File: src/rtl/lab4_net_ring_out_sched.sv
// lab4_net_ring_out_sched
//   Output scheduler and credit tracker for one ring-network router.
//   It routes the head messages of the terminal, prev and next input queues
//   to the forward, backward and terminal outputs. Each output uses a 1-bit
//   round-robin arbiter. Forward and backward downstream credits are tracked,
//   and the counts break direction ties for injected half-ring traffic.
// Ports:
//   clk, reset (async, active-low)
//   {term,prev,next}_req_val/_dest  : input queue heads
//   term_out_rdy                    : terminal sink ready
//   forw_credit_ret/backw_credit_ret: downstream entry freed
//   {term,prev,next}_grant          : dequeue the head of that input
//   {forw,backw,term}_send/_sel     : output transfer and its source (0 term, 1 prev, 2 next)
//   forw_free/backw_free            : current free credits
//   credit_err                      : sticky credit-overflow flag
module lab4_net_ring_out_sched #(
    parameter int unsigned p_srcdest_nbits = 3,
    parameter int unsigned p_router_id     = 0,
    parameter int unsigned p_num_routers   = 8,
    parameter int unsigned p_num_entries   = 2,
    parameter int unsigned f               = 2
) (
    input  logic                       clk,
    input  logic                       reset,
    input  logic                       term_req_val,
    input  logic [p_srcdest_nbits-1:0] term_req_dest,
    input  logic                       prev_req_val,
    input  logic [p_srcdest_nbits-1:0] prev_req_dest,
    input  logic                       next_req_val,
    input  logic [p_srcdest_nbits-1:0] next_req_dest,
    input  logic                       term_out_rdy,
    input  logic                       forw_credit_ret,
    input  logic                       backw_credit_ret,
    output logic                       term_grant,
    output logic                       prev_grant,
    output logic                       next_grant,
    output logic                       forw_send,
    output logic                       backw_send,
    output logic                       term_send,
    output logic [1:0]                 forw_sel,
    output logic [1:0]                 backw_sel,
    output logic [1:0]                 term_sel,
    output logic [f-1:0]               forw_free,
    output logic [f-1:0]               backw_free,
    output logic                       credit_err
);

    localparam int unsigned S = p_srcdest_nbits;
    localparam logic [S-1:0] ID   = S'(p_router_id);
    localparam logic [S:0]   ID_W = (S+1)'(p_router_id);
    localparam logic [S:0]   N_W  = (S+1)'(p_num_routers);
    localparam logic [f-1:0] MAX  = f'(p_num_entries);

    // Round-robin pointers: 1 favours the second candidate of the pair.
    // forward {term, prev}, backward {term, next}, terminal {prev, next}
    logic ptr_forw, ptr_backw, ptr_term;

    logic [S:0] dest_w, dist_f, dist_b;
    logic       term_to_term, term_to_forw;
    logic       forw_ok, backw_ok, term_ok;
    logic       fa, fb, ba, bb, ta, tb;
    logic       gfa, gfb, gba, gbb, gta, gtb;

    always_comb begin
        dest_w = {1'b0, term_req_dest};
        dist_f = (dest_w >= ID_W) ? (dest_w - ID_W) : (dest_w + N_W - ID_W);
        dist_b = N_W - dist_f;
        term_to_term = (term_req_dest == ID);
        // Half-ring tie goes to the emptier direction, forward on equal counts.
        term_to_forw = !term_to_term &&
                       ((dist_f < dist_b) ||
                        ((dist_f == dist_b) && (forw_free >= backw_free)));

        // Gating with reset forces every grant low while reset is held.
        forw_ok  = reset && (forw_free != '0);
        backw_ok = reset && (backw_free != '0);
        term_ok  = reset && term_out_rdy;

        fa = term_req_val && term_to_forw && forw_ok;
        fb = prev_req_val && (prev_req_dest != ID) && forw_ok;
        ba = term_req_val && !term_to_term && !term_to_forw && backw_ok;
        bb = next_req_val && (next_req_dest != ID) && backw_ok;
        ta = prev_req_val && (prev_req_dest == ID) && term_ok;
        tb = next_req_val && (next_req_dest == ID) && term_ok;

        gfa = fa && (!fb || !ptr_forw);
        gfb = fb && (!fa || ptr_forw);
        gba = ba && (!bb || !ptr_backw);
        gbb = bb && (!ba || ptr_backw);
        gta = ta && (!tb || !ptr_term);
        gtb = tb && (!ta || ptr_term);

        term_grant = gfa || gba;
        prev_grant = gfb || gta;
        next_grant = gbb || gtb;

        forw_send  = gfa || gfb;
        backw_send = gba || gbb;
        term_send  = gta || gtb;

        forw_sel  = gfb ? 2'd1 : 2'd0;
        backw_sel = gbb ? 2'd2 : 2'd0;
        term_sel  = gta ? 2'd1 : (gtb ? 2'd2 : 2'd0);
    end

    always_ff @(posedge clk or negedge reset) begin
        if (!reset) begin
            ptr_forw   <= 1'b1;
            ptr_backw  <= 1'b1;
            ptr_term   <= 1'b0;
            forw_free  <= MAX;
            backw_free <= MAX;
            credit_err <= 1'b0;
        end else begin
            // Pointer flips only when the favoured requester wins.
            ptr_forw  <= ptr_forw  ? !gfb : gfa;
            ptr_backw <= ptr_backw ? !gbb : gba;
            ptr_term  <= ptr_term  ? !gtb : gta;

            case ({forw_send, forw_credit_ret})
                2'b10:   forw_free <= forw_free - 1'b1;
                2'b01: begin
                    if (forw_free == MAX) credit_err <= 1'b1;
                    else                  forw_free  <= forw_free + 1'b1;
                end
                default: ;
            endcase

            case ({backw_send, backw_credit_ret})
                2'b10:   backw_free <= backw_free - 1'b1;
                2'b01: begin
                    if (backw_free == MAX) credit_err <= 1'b1;
                    else                   backw_free <= backw_free + 1'b1;
                end
                default: ;
            endcase
        end
    end

endmodule

File: config.mk
export PLATFORM = sky130hd
export DESIGN_NAME = lab4_net_ring_out_sched
export DESIGN_NICKNAME = d
export VERILOG_FILES = /design/src/rtl/lab4_net_ring_out_sched.sv
export SDC_FILE = /design/constraint.sdc
export NUM_CORES = 1
export LEC_CHECK = 0
export ABC_AREA = 1
export CORE_MARGIN = 2
export CORE_UTILIZATION = 45
export CTS_CLUSTER_DIAMETER = 60
export CTS_CLUSTER_SIZE = 20
export DETAILED_ROUTE_END_ITERATION = 8
export PLACE_DENSITY = 0.77
export SETUP_SLACK_MARGIN = 0.02
export SLEW_MARGIN = 30
export SYNTH_ARGS = -nofsm -noshare
export SYNTH_HDL_FRONTEND = slang
export SYNTH_SLANG_ARGS = --single-unit
File: constraint.sdc
create_clock -name clk -period 4.5 [get_ports clk]
set_clock_uncertainty 0.05 [all_clocks]
set_input_delay 1.35 -clock clk [delete_from_list [all_inputs] [get_ports clk]]
set_output_delay 1.35 -clock clk [all_outputs]
set_load 0.02 [all_outputs]
[Word level (Yosys, flattened, before mapping)]
Cells that the tools add are included.
W data, S select, Z words.
Storage, ports and cells
  ROM bits: 0
  RAM bits: 0
  bits in latches: 0
  register bits after elaboration: 8
  logic and storage cells: 99
  output and inout bits: 17
  input bits: 17
  memories: 0
Cells by class
  divide/modulo/power cells: 0
  reductions and logical operators: 62
  $mul: 0
  shift-type cells: 0
  eq/ne operators: 9
  order comparisons: 2
  multiplexer cells: 15
  add/subtract/negate cells: 5
  bitwise logic cells: 0
Operators with widths (number)
  $logic_and A1 B1 Y1: 24
  $logic_not A1 Y1: 14
  $logic_or A1 B1 Y1: 13
  $mux W2: 5
  $logic_not A3 Y1: 3
  $eq A2 B2 Y1 const B: 4
  $mux W1: 8
  $pmux W2 S2: 2
  $reduce_bool A2 Y1: 4
  $reduce_bool A3 Y1: 2
  $add A2 B1 Y2 const B: 2
  $eq A2 B1 Y1 const B: 2
  $eq A3 B4 Y1: 1
  $lt A3 B4 Y1: 1
  $ne A2 B2 Y1 const B: 2
  $reduce_and A2 Y1: 2
  $sub A2 B1 Y2 const B: 2
  $sub A4 B3 Y4 const A: 1
  $ge A2 B2 Y1: 1

[Longest topological paths before layout]
  word-level depth: 15
  gate-level depth with buffers: 16
  mapped depth without buffers: 16

[Least setup slack after synthesis]
No wires, ideal clock.
  kind: input-to-output
  from: input port term_req_dest[1]
  to: output port term_grant
  path buffers: 0
  data required time: 3.100 ns
  setup slack: 0.359 ns
  arrival: 2.741 ns
  stages: 10
  cells stage by stage: inv_1 ha_1 ha_1 inv_1 nand2_2 nand2_4 nand3_4 nand2_4 nand2_4 o221ai_1
Between the ends
  longest elaborated chain between the ends: 10
  elaborated cells between the ends (all ways): 17
  classes of those cells: add/sub: 1; order compare: 1; eq/ne: 1; reduce/logical: 14
RTL lines
  from (decl): line 26  | input logic [p_srcdest_nbits-1:0] term_req_dest,
  parallel branches: the longest is 9 deep, another holds $sub A4 B3 Y4
  $logic_or A1 B1 Y1 (*): line 93  | term_grant = gfa || gba;
  to (decl): line 34  | output logic term_grant,
Mark *: on every way between the ends.

[Worst setup path in the final report]
  from: input port term_req_dest[2]
  to: output port term_grant
The elaborated chain is that of the path after synthesis.

==> results.toml <==
[placed_design]
dpl-instance-area_sq_mm = 0.00140
dp_slack_ns = -0.582
gp_congestion = 0.794
dp_hpwl_mm = 1.78
portBuffers = 31

[clock_network]
root_buffer = "clkbuf_4"
holdBufCountCts = 0
clkTransAtPathRegs_ns = 0.05
cts_buffers = 3
htreeDepth = 1
clock_path_buffers = 2
clock_latency_ns = 0.25
cts_tree = "done"
clkSinkCount = 8

[global_routing]
gr-total-overflow = 0
antenna_found_initial = 0
grt_usage_pct = 20.2
grt_pass1_vias = 938
grt_max_degree = 8
grt_pass1_wl_mm = 3.96

[timing]
report.final.slew_viol_count = 0
setup_slack_ns = 0.120
rsz0062_at_grt = "yes"
setup_violations = 0
min_period_over_period_pct = 97.3
clock.fmax_ghz = 0.228
hold_violations = 0
layout_min_cycle_time_ns = 4.38

[setup_path]
path_buf_inv = 4
cp-end-kind = "output pin"
crit_slowest_cell = "clkdlybuf4s50_1"
critPathKind = "in -> out"
cp_common_cell = "nand2_4"
crit_required_ns = 3.10
cp_num_cells = 12
crit_fanout = 3
reg2reg_depth = 11
cp_top_family = "buffers and inverters"
cp.arrival_ns = 2.98
r2r-start = "backw_free[1]$_DFFE_PN1P_"
r2r_slack_ns = 2.46
critPathLaunchType = "primary input"
rr_endpoint = "forw_free[0]$_DFFE_PN0P_"
critPathLaunch = "term_req_dest[2]"
crit_chain = "clkdlybuf4s50_1, inv_2, ha_4, inv_1, nand2_2, nand2_4, nand3_4, nand2_4, nand2_4, nand2_4, o221ai_2, buf_4"
slowest_delay_ns = 0.49

[synthesis]
synth-seq-cells = 8
syn_area_sq_um = 963
synthCells = 126
ys_types = 27
ys_seq_area_share_pct = 21.3
synth.avg_cell_area_sq_um = 7.65
ys_top_cells_by_area = "dfstp_2 11%, inv_1 11%, nand2_1 11%"
synth-warning-count = 0
synth_top_area_share_pct = 10.9
synth_top_cell_by_area = "dfstp_2"

[floorplanning]
die_area_sq_mm = 0.00253
core_sq_mm = 0.00198
io_pins = 34
die_w_um = 50.3
rows = 16
initial_utilization_pct = 48.6
fp.dieH_um = 50.3

[power_and_ir_drop]
p_int_mw = 0.310
clkPwrFrac_pct = 9.4
vdd_ir_drop_max_mv = 0.301
power.switching_mw = 0.275
power.share.switching_pct = 47.0
p_leak_nw = 0.780
pwr-share-seq_pct = 25.2
total_power_mw = 0.585
power.density_mw_per_mm2 = 409
comb_power_share_pct = 65.4

[drt]
dr_total_vias = 910
drt_first_pass_iters = 5
drtAntennaViolNets = 0
viasPerCell = 4.60
drc = 0
drt_iter0_drc = 14
routed_wl_mm = 2.19
wl_per_cell_um = 11.1

[finish]
nets = 196
area_delta_synth_final_pct = 48.7
final_cell_area_sq_mm = 0.00143
diodes = 0
layout-drive-gt1-share_pct = 39.8

[run_status]
status = "complete, no violations"

[min_path]
hold_end = "backw_free[1]$_DFFE_PN1P_"
hold_start = "backw_free[1]$_DFFE_PN1P_"
min_delay_path_depth = 2
hold_class = "reg -> reg"

[run]
max-cap-violations = 0
-- metal layers --
metal	wire length [um]	share of wire, %	vias up	track usage, %
li1	-	-	468	-
met1	973	44	411	24.3
met2	1080	49	31	36.8
met3	132	6.0	0	5.36
met4	0	0	0	1.85
met5	0	0	-	0
-- cell type report --
cell class | instances | area, sq um
Multi-Input combinational cell | 84 | 661
Fill cell | 143 | 549
Timing Repair Buffer | 46 | 398
Sequential cell | 8 | 205
Inverter | 30 | 113
Tap cell | 27 | 33.8
Clock buffer | 3 | 22.5
-- tightest hold or removal path: cells and delay by family, from the launching register on --
| family | cells | cell delay, ns |
|---|---|---|
| flops | 1 | 0.38 |
| simple gates | 2 | 0.10 |
-- flip-flops by register name (all words and copies together), names as in the netlist --
name / count
ptr_forw: 1
forw_free: 2
backw_free: 2
credit_err: 1
ptr_term: 1
ptr_backw: 1
-- repair_timing --
action | CTS | global route
pin swaps | 2 | 0
endpoints found under the setup margin | 10 | 2
resized for setup | 43 | 3
buffers inserted | 0 | 0
-- worst max-delay path by stage --
stage | endpoint | slack, ns
4_1_cts | term_grant | 0.09
3_3_place_gp | term_grant | -0.52
3_5_place_dp | term_grant | -0.58
6_report | term_grant | 0.12
2_1_floorplan | term_grant | 0.36
5_1_grt | term_grant | 0.02
-- layout by cell type, fill, tap and decap left out, types with 3 or more instances in the layout --
cell / n
o21ai_1: 3
ha_1: 4
nor2_2: 3
nand2_2: 8
clkbuf_4: 3
clkdlybuf4s50_1: 18
buf_2: 5
inv_1: 26
nor2_1: 5
dlygate4sd2_1: 6
nand2_1: 25
o21ai_0: 3
inv_2: 4
nand3_1: 3
nand2_4: 8
nand3_4: 6
buf_4: 16
dfrtp_1: 4
dfstp_2: 4
-- cells in the mapped netlist (all sizes together) --
master  number
nor3b        1
inv         30
ha           6
o211ai       1
o21ai        7
nand3b       2
buf          5
or3          2
dfstp        4
a21oi        1
conb         1
dfrtp        4
nor2         8
nor3         1
nand4        1
nand2       41
o221ai       1
nand3       10
-- kinds of logic (layout without fill, tap and decap cells) --
family	after synthesis	count (layout)	synth area share [%]
compound gates	10	10	6.23
flops	8	8	21.3
buf+inv	35	79	15.6
other cells	1	2	0.389
fa+ha+maj	6	6	7.79
simple gates	66	66	48.7
-- through the flow --
stage / utilization, % / instances / hold slack [ns] / setup TNS, ns
5_1_grt: 72.3 / 198 / 0.447 / 0
6_report: 72.3 / 198 / 0.434 / 0
2_1_floorplan: - / 127 / 0.422 / 0
4_1_cts: 72.2 / 198 / 0.436 / 0
3_5_place_dp: 70.6 / 195 / 0.427 / -3.86
3_3_place_gp: 70.6 / 195 / 0.421 / -3.34
-- power groups by stage --
stage                     Clock [mW]  Sequential, mW  Combinational (mW)
after CTS                     0.0570           0.146               0.383
after global routing          0.0592           0.154               0.426
final                         0.0549           0.148               0.383
after detailed placement           0           0.147               0.381
after floorplan                    0           0.164               0.224
after global placement             0           0.145               0.369
No activity file was read; power rests on OpenSTA's default activity.
